===== src/rtl/fdc_pkg.sv =====
// Shared encodings for the fetch/decode/control sequencer: opcodes, ALU codes,
// FSM states and the NOP word the instruction register holds out of reset.
package fdc_pkg;

  localparam logic [3:0] OP_ADD  = 4'h0;
  localparam logic [3:0] OP_SUB  = 4'h1;
  localparam logic [3:0] OP_AND  = 4'h2;
  localparam logic [3:0] OP_OR   = 4'h3;
  localparam logic [3:0] OP_XOR  = 4'h4;
  localparam logic [3:0] OP_SLL  = 4'h5;
  localparam logic [3:0] OP_SRL  = 4'h6;
  localparam logic [3:0] OP_SLT  = 4'h7;
  localparam logic [3:0] OP_ADDI = 4'h8;
  localparam logic [3:0] OP_BEQ  = 4'hC;
  localparam logic [3:0] OP_JMP  = 4'hD;
  localparam logic [3:0] OP_NOP  = 4'hE;
  localparam logic [3:0] OP_HALT = 4'hF;

  localparam logic [2:0] ALU_ADD = 3'd0;
  localparam logic [2:0] ALU_SUB = 3'd1;
  localparam logic [2:0] ALU_AND = 3'd2;
  localparam logic [2:0] ALU_OR  = 3'd3;
  localparam logic [2:0] ALU_XOR = 3'd4;
  localparam logic [2:0] ALU_SLL = 3'd5;
  localparam logic [2:0] ALU_SRL = 3'd6;
  localparam logic [2:0] ALU_SLT = 3'd7;

  typedef enum logic [2:0] {
    ST_FETCH  = 3'd0,
    ST_DECODE = 3'd1,
    ST_EXEC   = 3'd2,
    ST_WB     = 3'd3,
    ST_HALT   = 3'd4
  } state_e;

  localparam logic [15:0] RESET_IR = 16'hE000;

  // Widen a 4-bit two's-complement field to a full data word.
  function automatic logic [15:0] sext4(input logic [3:0] v);
    return {{12{v[3]}}, v};
  endfunction

endpackage


===== src/rtl/instr_field_decode.sv =====
// Purely combinational split of the instruction register into register
// addresses, ALU controls and instruction-class flags.
module instr_field_decode
  import fdc_pkg::*;
(
  input  logic [15:0] ir,
  input  logic [3:0]  unused_pad_n,
  output logic [3:0]  rd,
  output logic [3:0]  rs,
  output logic [3:0]  rt,
  output logic [2:0]  alu_op,
  output logic        use_imm,
  output logic [15:0] imm,
  output logic        is_wb,
  output logic        is_beq,
  output logic        is_jmp,
  output logic        is_halt
);

  logic [3:0] op;

  assign op  = ir[15:12];
  assign rd  = ir[11:8];
  assign rs  = ir[7:4];
  assign rt  = ir[3:0];
  assign imm = sext4(ir[3:0]);

  // Reserved opcodes fall into the default arm and behave as NOP.
  always_comb begin
    alu_op  = ALU_ADD;
    use_imm = 1'b0;
    is_wb   = 1'b0;
    is_beq  = 1'b0;
    is_jmp  = 1'b0;
    is_halt = 1'b0;
    case (op)
      OP_ADD, OP_SUB, OP_AND, OP_OR, OP_XOR, OP_SLL, OP_SRL, OP_SLT: begin
        alu_op = op[2:0];
        is_wb  = 1'b1;
      end
      OP_ADDI: begin
        alu_op  = ALU_ADD;
        use_imm = 1'b1;
        is_wb   = 1'b1;
      end
      OP_BEQ:  is_beq  = 1'b1;
      OP_JMP:  is_jmp  = 1'b1;
      OP_HALT: is_halt = 1'b1;
      OP_NOP:  ;
      default: ;
    endcase
  end

endmodule


===== src/rtl/fetch_decode_ctrl.sv =====
// Multi-cycle fetch/decode/control sequencer: owns PC, IR and the
// FETCH/DECODE/EXEC/WB/HALT state machine feeding the register file.
module fetch_decode_ctrl
  import fdc_pkg::*;
#(
  parameter int              PC_W     = 16,
  parameter logic [PC_W-1:0] RESET_PC = '0
) (
  input  logic            clk,
  input  logic            rst,
  output logic            imem_req,
  output logic [PC_W-1:0] imem_addr,
  input  logic [15:0]     imem_rdata,
  input  logic            imem_ack,
  input  logic            rf_eq,
  output logic [3:0]      Rs,
  output logic [3:0]      Rt,
  output logic [3:0]      Rd,
  output logic [2:0]      alu_op,
  output logic            use_imm,
  output logic [15:0]     imm,
  output logic            wr,
  output logic [PC_W-1:0] pc,
  output logic            halted
);

  state_e          state, state_nxt;
  logic [PC_W-1:0] pc_nxt;
  logic [15:0]     ir;
  logic            run;
  logic            fetch_done;
  logic            is_wb, is_beq, is_jmp, is_halt;
  logic [PC_W-1:0] pc_inc;
  logic [PC_W-1:0] br_off;

  instr_field_decode u_decode (
    .ir           (ir),
    .unused_pad_n (4'h0),
    .rd           (Rd),
    .rs           (Rs),
    .rt           (Rt),
    .alu_op       (alu_op),
    .use_imm      (use_imm),
    .imm          (imm),
    .is_wb        (is_wb),
    .is_beq       (is_beq),
    .is_jmp       (is_jmp),
    .is_halt      (is_halt)
  );

  // run holds the request off for the partial cycle in which reset releases.
  assign imem_req   = (state == ST_FETCH) && run;
  assign imem_addr  = pc;
  assign wr         = (state == ST_WB);
  assign halted     = (state == ST_HALT);
  assign fetch_done = imem_req && imem_ack;
  assign pc_inc     = pc + PC_W'(1);
  assign br_off     = {{(PC_W-4){ir[11]}}, ir[11:8]};

  always_ff @(posedge clk or negedge rst) begin
    if (!rst) begin
      state <= ST_FETCH;
      pc    <= RESET_PC;
      ir    <= RESET_IR;
      run   <= 1'b0;
    end else begin
      state <= state_nxt;
      pc    <= pc_nxt;
      run   <= 1'b1;
      if (fetch_done) ir <= imem_rdata;
    end
  end

  // Non-writeback instructions resolve the PC on the EXEC edge; writeback ones on the WB edge.
  always_comb begin
    state_nxt = state;
    pc_nxt    = pc;
    case (state)
      ST_FETCH:  if (fetch_done) state_nxt = ST_DECODE;
      ST_DECODE: state_nxt = ST_EXEC;
      ST_EXEC: begin
        if (is_halt) begin
          state_nxt = ST_HALT;
        end else if (is_wb) begin
          state_nxt = ST_WB;
        end else begin
          state_nxt = ST_FETCH;
          if (is_jmp)              pc_nxt = {pc[PC_W-1:12], ir[11:0]};
          else if (is_beq && rf_eq) pc_nxt = pc_inc + br_off;
          else                      pc_nxt = pc_inc;
        end
      end
      ST_WB: begin
        state_nxt = ST_FETCH;
        pc_nxt    = pc_inc;
      end
      ST_HALT:  state_nxt = ST_HALT;
      default:  state_nxt = ST_FETCH;
    endcase
  end

endmodule

===== config.mk =====
export PLATFORM = sky130hd
export DESIGN_NAME = fetch_decode_ctrl
export DESIGN_NICKNAME = d
export VERILOG_FILES = /design/src/rtl/fdc_pkg.sv /design/src/rtl/instr_field_decode.sv /design/src/rtl/fetch_decode_ctrl.sv
export SDC_FILE = /design/constraint.sdc
export NUM_CORES = 1
export LEC_CHECK = 0
export CORE_ASPECT_RATIO = 0.7
export CORE_MARGIN = 2
export CORE_UTILIZATION = 40
export DETAILED_ROUTE_END_ITERATION = 6
export DONT_BUFFER_PORTS = 1
export PLACE_DENSITY = 0.61
export SYNTH_ARGS = -nofsm -noshare
export SYNTH_HDL_FRONTEND = slang
export SYNTH_HIERARCHICAL = 1
export SYNTH_SLANG_ARGS = --single-unit

===== constraint.sdc =====
create_clock -name clk -period 3.1 [get_ports clk]
set_clock_uncertainty 0.15 [all_clocks]
set_input_delay 0.31 -clock clk [delete_from_list [all_inputs] [get_ports clk]]
set_output_delay 0.31 -clock clk [all_outputs]
set_load 0.005 [all_outputs]

==> qor.yml, run 1 <==
outcome:
  status: "finished clean"
place:
  io_buffers: 0
  place.gp.congestion: 1.029
  place_inst: 423
  place_area_mm2: 0.003078
  dp_hpwl_um: 6242
finish:
  drive_above_1_share_pct: 29.28
  final_area_mm2: 0.003410
  multi_input_area_mm2: 0.001936
  num_antenna_cells: 0
  layoutNonFillerInstCount: 443
  final_common_cell: "buf_4"
  register_area_um2: 905.9
  synthToLayoutAreaGrowth_pct: 9.175
  fill_cells: 713
  final_cell_mix: "buf_4 (35), dfrtp_1 (32), nand2_1 (26), nor2_1 (22), a21oi_1 (22)"
  nets: 384
setup_path:
  reg2reg_slack_ns: 0.10
  cp-end-kind: "register"
  cp_max_fo: 4
  worstSetupStartpointType: "register"
  crit_arrival_ns: 3.08
  crit_type: "register to register"
  r2r-start: "imem_addr[4]"
  worstPathRequired_ns: 3.18
  startpoint: "imem_addr[4]"
route:
  vias: 2576
  postRouteAntennaNets: 0
  drt-vias-per-instance: 5.815
  drtIter0Drc: 215
  totalWireLength_um: 8264
  first_pass_iters: 5
  wl_per_cell_um: 18.65
  drc_errors: 0
flow_run:
  drv_cap: 0
pwr:
  ir_worst_vdd_uv: 488.5
  p_leak_nw: 1.465
  p_per_area_mw_per_mm2: 1318
  p_total_mw: 4.492
timing:
  maxSlewViolCount: 0
  holdWs_ns: 0.005123
  rsz0062_at_grt: "yes"
  setup_tns_ns: 0
  finalCriticalPeriod_ns: 2.998
  finalSetupViolCount: 0
  fmax_ghz: 0.3335
  relSlewSlack_pct: 51.11
  hold_viol_final: 0
  fin_crit_sh_pct: 96.71
  tightest_slew_ns: 0.7315
synth:
  synth_area_mm2: 0.003123
  ys_warn_count: 6
  synth_nets: 391
  avgSynthCellArea_um2: 8.897
  syn_inst: 351
clock_network:
  clk_pin_slew_ns: 0.08
  worstSkewPairLatency_ns: 0.30
  clock-sinks: 36
  clockRootBuffer: "clkbuf_8"
  htree_levels: 2
  ctsLongestPathBuffers: 2
  cts_tree: "done"
  numCtsBuffers: 5
die:
  dieWidth_um: 109.6
  die_y_um: 77.93
  rows: 26
  die_area_mm2: 0.008541
  start_util_pct: 42.11
  core_mm2: 0.007417
  ios: 87
min_path:
  holdCritPathClass: "primary input to register"
  min_from: "imem_rdata[10]"
global_routing:
  antenna_found_initial: 0
  grt_max_degree: 37
  grt_usage_pct: 19.37
  grt_pass1_vias: 2449
  grt.overflow.total: 0
  grt_pass1_wl_um: 12760
==> critical path: stages (launching register included) <==
cell      delay (ns)
dfrtp_1         0.37
and4_4          0.26
and4_4          0.24
nand3_2         0.09
xnor2_2         0.18
buf_4           0.16
ha_4            0.29
nand2_2         0.09
a211oi_2        0.23
a21oi_2         0.10
o211a_1         0.14
or4_1           0.41
o211ai_2        0.08
xor2_1          0.15
==> through the flow <==
stage	utilization, %	setup WS, ns
3_3_place_gp	41.50	0.005022
5_1_grt	45.97	-0.01218
2_1_floorplan	-	0.1414
4_1_cts	43.62	0.005722
6_report	45.97	0.1019
3_5_place_dp	41.50	-0.06296
==> routing by layer <==
| metal | track usage, % | vias to the layer above | wire [µm] |
|---|---|---|---|
| met1 | 29.53 | 1260 | 4137 |
| li1 | - | 1208 | - |
| met4 | 2.658 | 0 | 42 |
| met5 | 0 | - | 0 |
| met2 | 26.48 | 103 | 3390 |
| met3 | 6.807 | 5 | 693 |
==> repair_timing <==
action                                  in CTS  in global routing
pin swaps                                    0                 12
endpoints found under the setup margin       2                  7
setup buffers                                4                  4
cloned                                       0                  0
endpoints found under the hold margin       36                  2
resized for setup                            2                 23
hold buffers                                 2                  2
==> worst paths after layout <==
check,end,cells after the start
min in group asynchronous,ir[7],2
min,ir[10],1
min reg2reg,state[1],1
max in group asynchronous,ir[13],2
max,imem_addr[15],13
max reg2reg,imem_addr[15],13
==> layout make-up <==
cell class / instances / share of cell area, %
Clock buffer: 5 / 2.018
Inverter: 12 / 1.321
Clock inverter: 3 / 0.5505
Tap cell: 98 / 3.596
Sequential cell: 36 / 26.57
Timing Repair Buffer: 39 / 9.174
Multi-Input combinational cell: 250 / 56.77
==> power by group <==
part / switching [mW] / internal [mW]
clock network: 0.196 / 0.157
logic: 1.69 / 1.39
registers: 0.355 / 0.701
==> registers in the layout, indices dropped and copies added (netlist names) <==
| register | flops |
|---|---|
| run | 1 |
| state | 3 |
| imem_addr | 16 |
| ir | 16 |
No activity file was read; power rests on OpenSTA's default activity.
==> inputs of run 2 (changes only) <==
--- a/config.mk
+++ b/config.mk
@@ -11,6 +11,7 @@
 export DETAILED_ROUTE_END_ITERATION = 6
 export DONT_BUFFER_PORTS = 1
 export PLACE_DENSITY = 0.61
+export SETUP_SLACK_MARGIN = 0.05
 export SYNTH_ARGS = -nofsm -noshare
 export SYNTH_HDL_FRONTEND = slang
 export SYNTH_HIERARCHICAL = 1
==> run 2 against run 1 <==
Net effect: final cell count is 0.45% higher; cell area up 3.6%; clock power about the same; sequential power about the same; core utilization is 1.7 points higher; via count up 0.47%.
==> qor.yml, run 2 (synthesis results as in run 1) <==
outcome:
  status: "finished clean"
timing:
  holdWs_ns: 0.005195
  fin_crit_sh_pct: 96.41
  rsz0062_at_grt: "no"
  fmax_ghz: 0.3346
  setup_tns_ns: 0
  hold_viol_final: 0
  finalCriticalPeriod_ns: 2.989
  maxSlewViolCount: 0
  finalSetupViolCount: 0
  relSlewSlack_pct: 51.30
  tightest_slew_ns: 0.7287
setup_path:
  worstPathRequired_ns: 3.18
  cp-end-kind: "register"
  cp_cell_sequence: "and4_4 -> and4_4 -> nand3_4 -> xnor2_4 -> buf_6 -> ha_4 -> nand2_4 -> a211oi_2 -> a21oi_2 -> o211a_1 -> or4_1 -> o211ai_2 -> xor2_1"
  path_buf_inv: 1
  worstSetupStartpointType: "register"
  crit_family: "simple AND/OR/NAND/NOR gates"
  crit_arrival_ns: 3.07
  critical-path-max-stage-delay_ns: 0.41
  crit_type: "register to register"
  reg2reg_slack_ns: 0.11
  crit_top_cell: "and4_4"
  critical_path.slowest_cell: "or4_1"
  cp_max_fo: 4
pwr:
  p_leak_nw: 1.492
  p_total_mw: 4.717
  p_per_area_mw_per_mm2: 1336
  ir_worst_vdd_uv: 496.7
die:
  die_y_um: 77.93
  dieWidth_um: 109.6
  start_util_pct: 42.11
  ios: 87
  core_mm2: 0.007417
  rows: 26
  die_area_mm2: 0.008541
global_routing:
  grt_pass1_wl_um: 12780
  grt_max_degree: 37
  grt_pass1_vias: 2452
  grt_usage_pct: 19.41
  antenna_found_initial: 0
  grt.overflow.total: 0
route:
  first_pass_iters: 5
  drc_errors: 0
  drtIter0Drc: 240
  wl_per_cell_um: 19.19
  totalWireLength_um: 8540
  postRouteAntennaNets: 0
  drt-vias-per-instance: 5.816
  vias: 2588
min_path:
  holdCritPathClass: "primary input to register"
finish:
  final_cell_mix: "buf_4 (35), dfrtp_1 (32), nand2_1 (25), nor2_1 (22), a21oi_1 (20)"
  num_antenna_cells: 0
  synthToLayoutAreaGrowth_pct: 13.10
  drive_above_1_share_pct: 32.28
  final_common_cell: "buf_4"
  nets: 386
clock_network:
  clock-sinks: 36
  clockRootBuffer: "clkbuf_8"
  ctsLongestPathBuffers: 2
  cts_tree: "done"
  htree_levels: 2
  numCtsBuffers: 5
  clk_pin_slew_ns: 0.08
  worstSkewPairLatency_ns: 0.30
place:
  dp_hpwl_um: 6242
  place.gp.congestion: 1.029
  io_buffers: 0
flow_run:
  drv_cap: 0
-- run 2: repair_timing --
action,in CTS,in global routing
pin swaps,0,20
resized for setup,4,39
endpoints found under the setup margin,3,9
hold buffers,2,2
endpoints found under the hold margin,36,2
setup buffers,4,6
-- run 2: layout make-up --
cell class	count	area, µm²
fillers	698	3885
multi-input cells	250	2036
flip-flops and latches	36	905.9
repair buffers	41	335.3
well taps	98	122.6
clock buffers	5	68.82
inverters	12	45.04
clock inverters	3	18.77
-- run 2: metrics by stage --
step,setup WS (ns),util [%],std cells,cell area (µm²)
final,0.1114,47.62,445,3532
after global routing,0.02973,47.62,445,3532
after CTS,0.05324,43.72,437,3243
after detailed placement,-0.06296,41.50,423,3078
after global placement,0.005022,41.50,423,3078
after floorplan,0.1414,-,351,3123
-- run 2: worst paths after layout --
kind | start | endpoint | cells past startpoint
setup / recovery | imem_addr[2] | imem_addr[15] | 13
hold / removal | imem_rdata[10] | ir[10] | 1
setup reg to reg | imem_addr[2] | imem_addr[15] | 13
hold reg to reg | state[2] | state[1] | 1
max in group asynchronous | rst | ir[13] | 2
min in group asynchronous | rst | ir[7] | 2
-- run 2: where the power goes --
part | leakage, nW | internal [mW] | switching, mW
Clock | 0.0479 | 0.157 | 0.196
Combinational | 1.01 | 1.52 | 1.78
Sequential | 0.430 | 0.701 | 0.360
Total | 1.49 | 2.38 | 2.34
-- run 2: routing by layer --
layer / vias up / track usage (%) / part of all wire (%)
met4: 0 / 2.658 / 0.64
met3: 9 / 6.807 / 7.3
met1: 1271 / 29.65 / 50
met5: - / 0 / 0
met2: 96 / 26.48 / 42
li1: 1212 / - / -
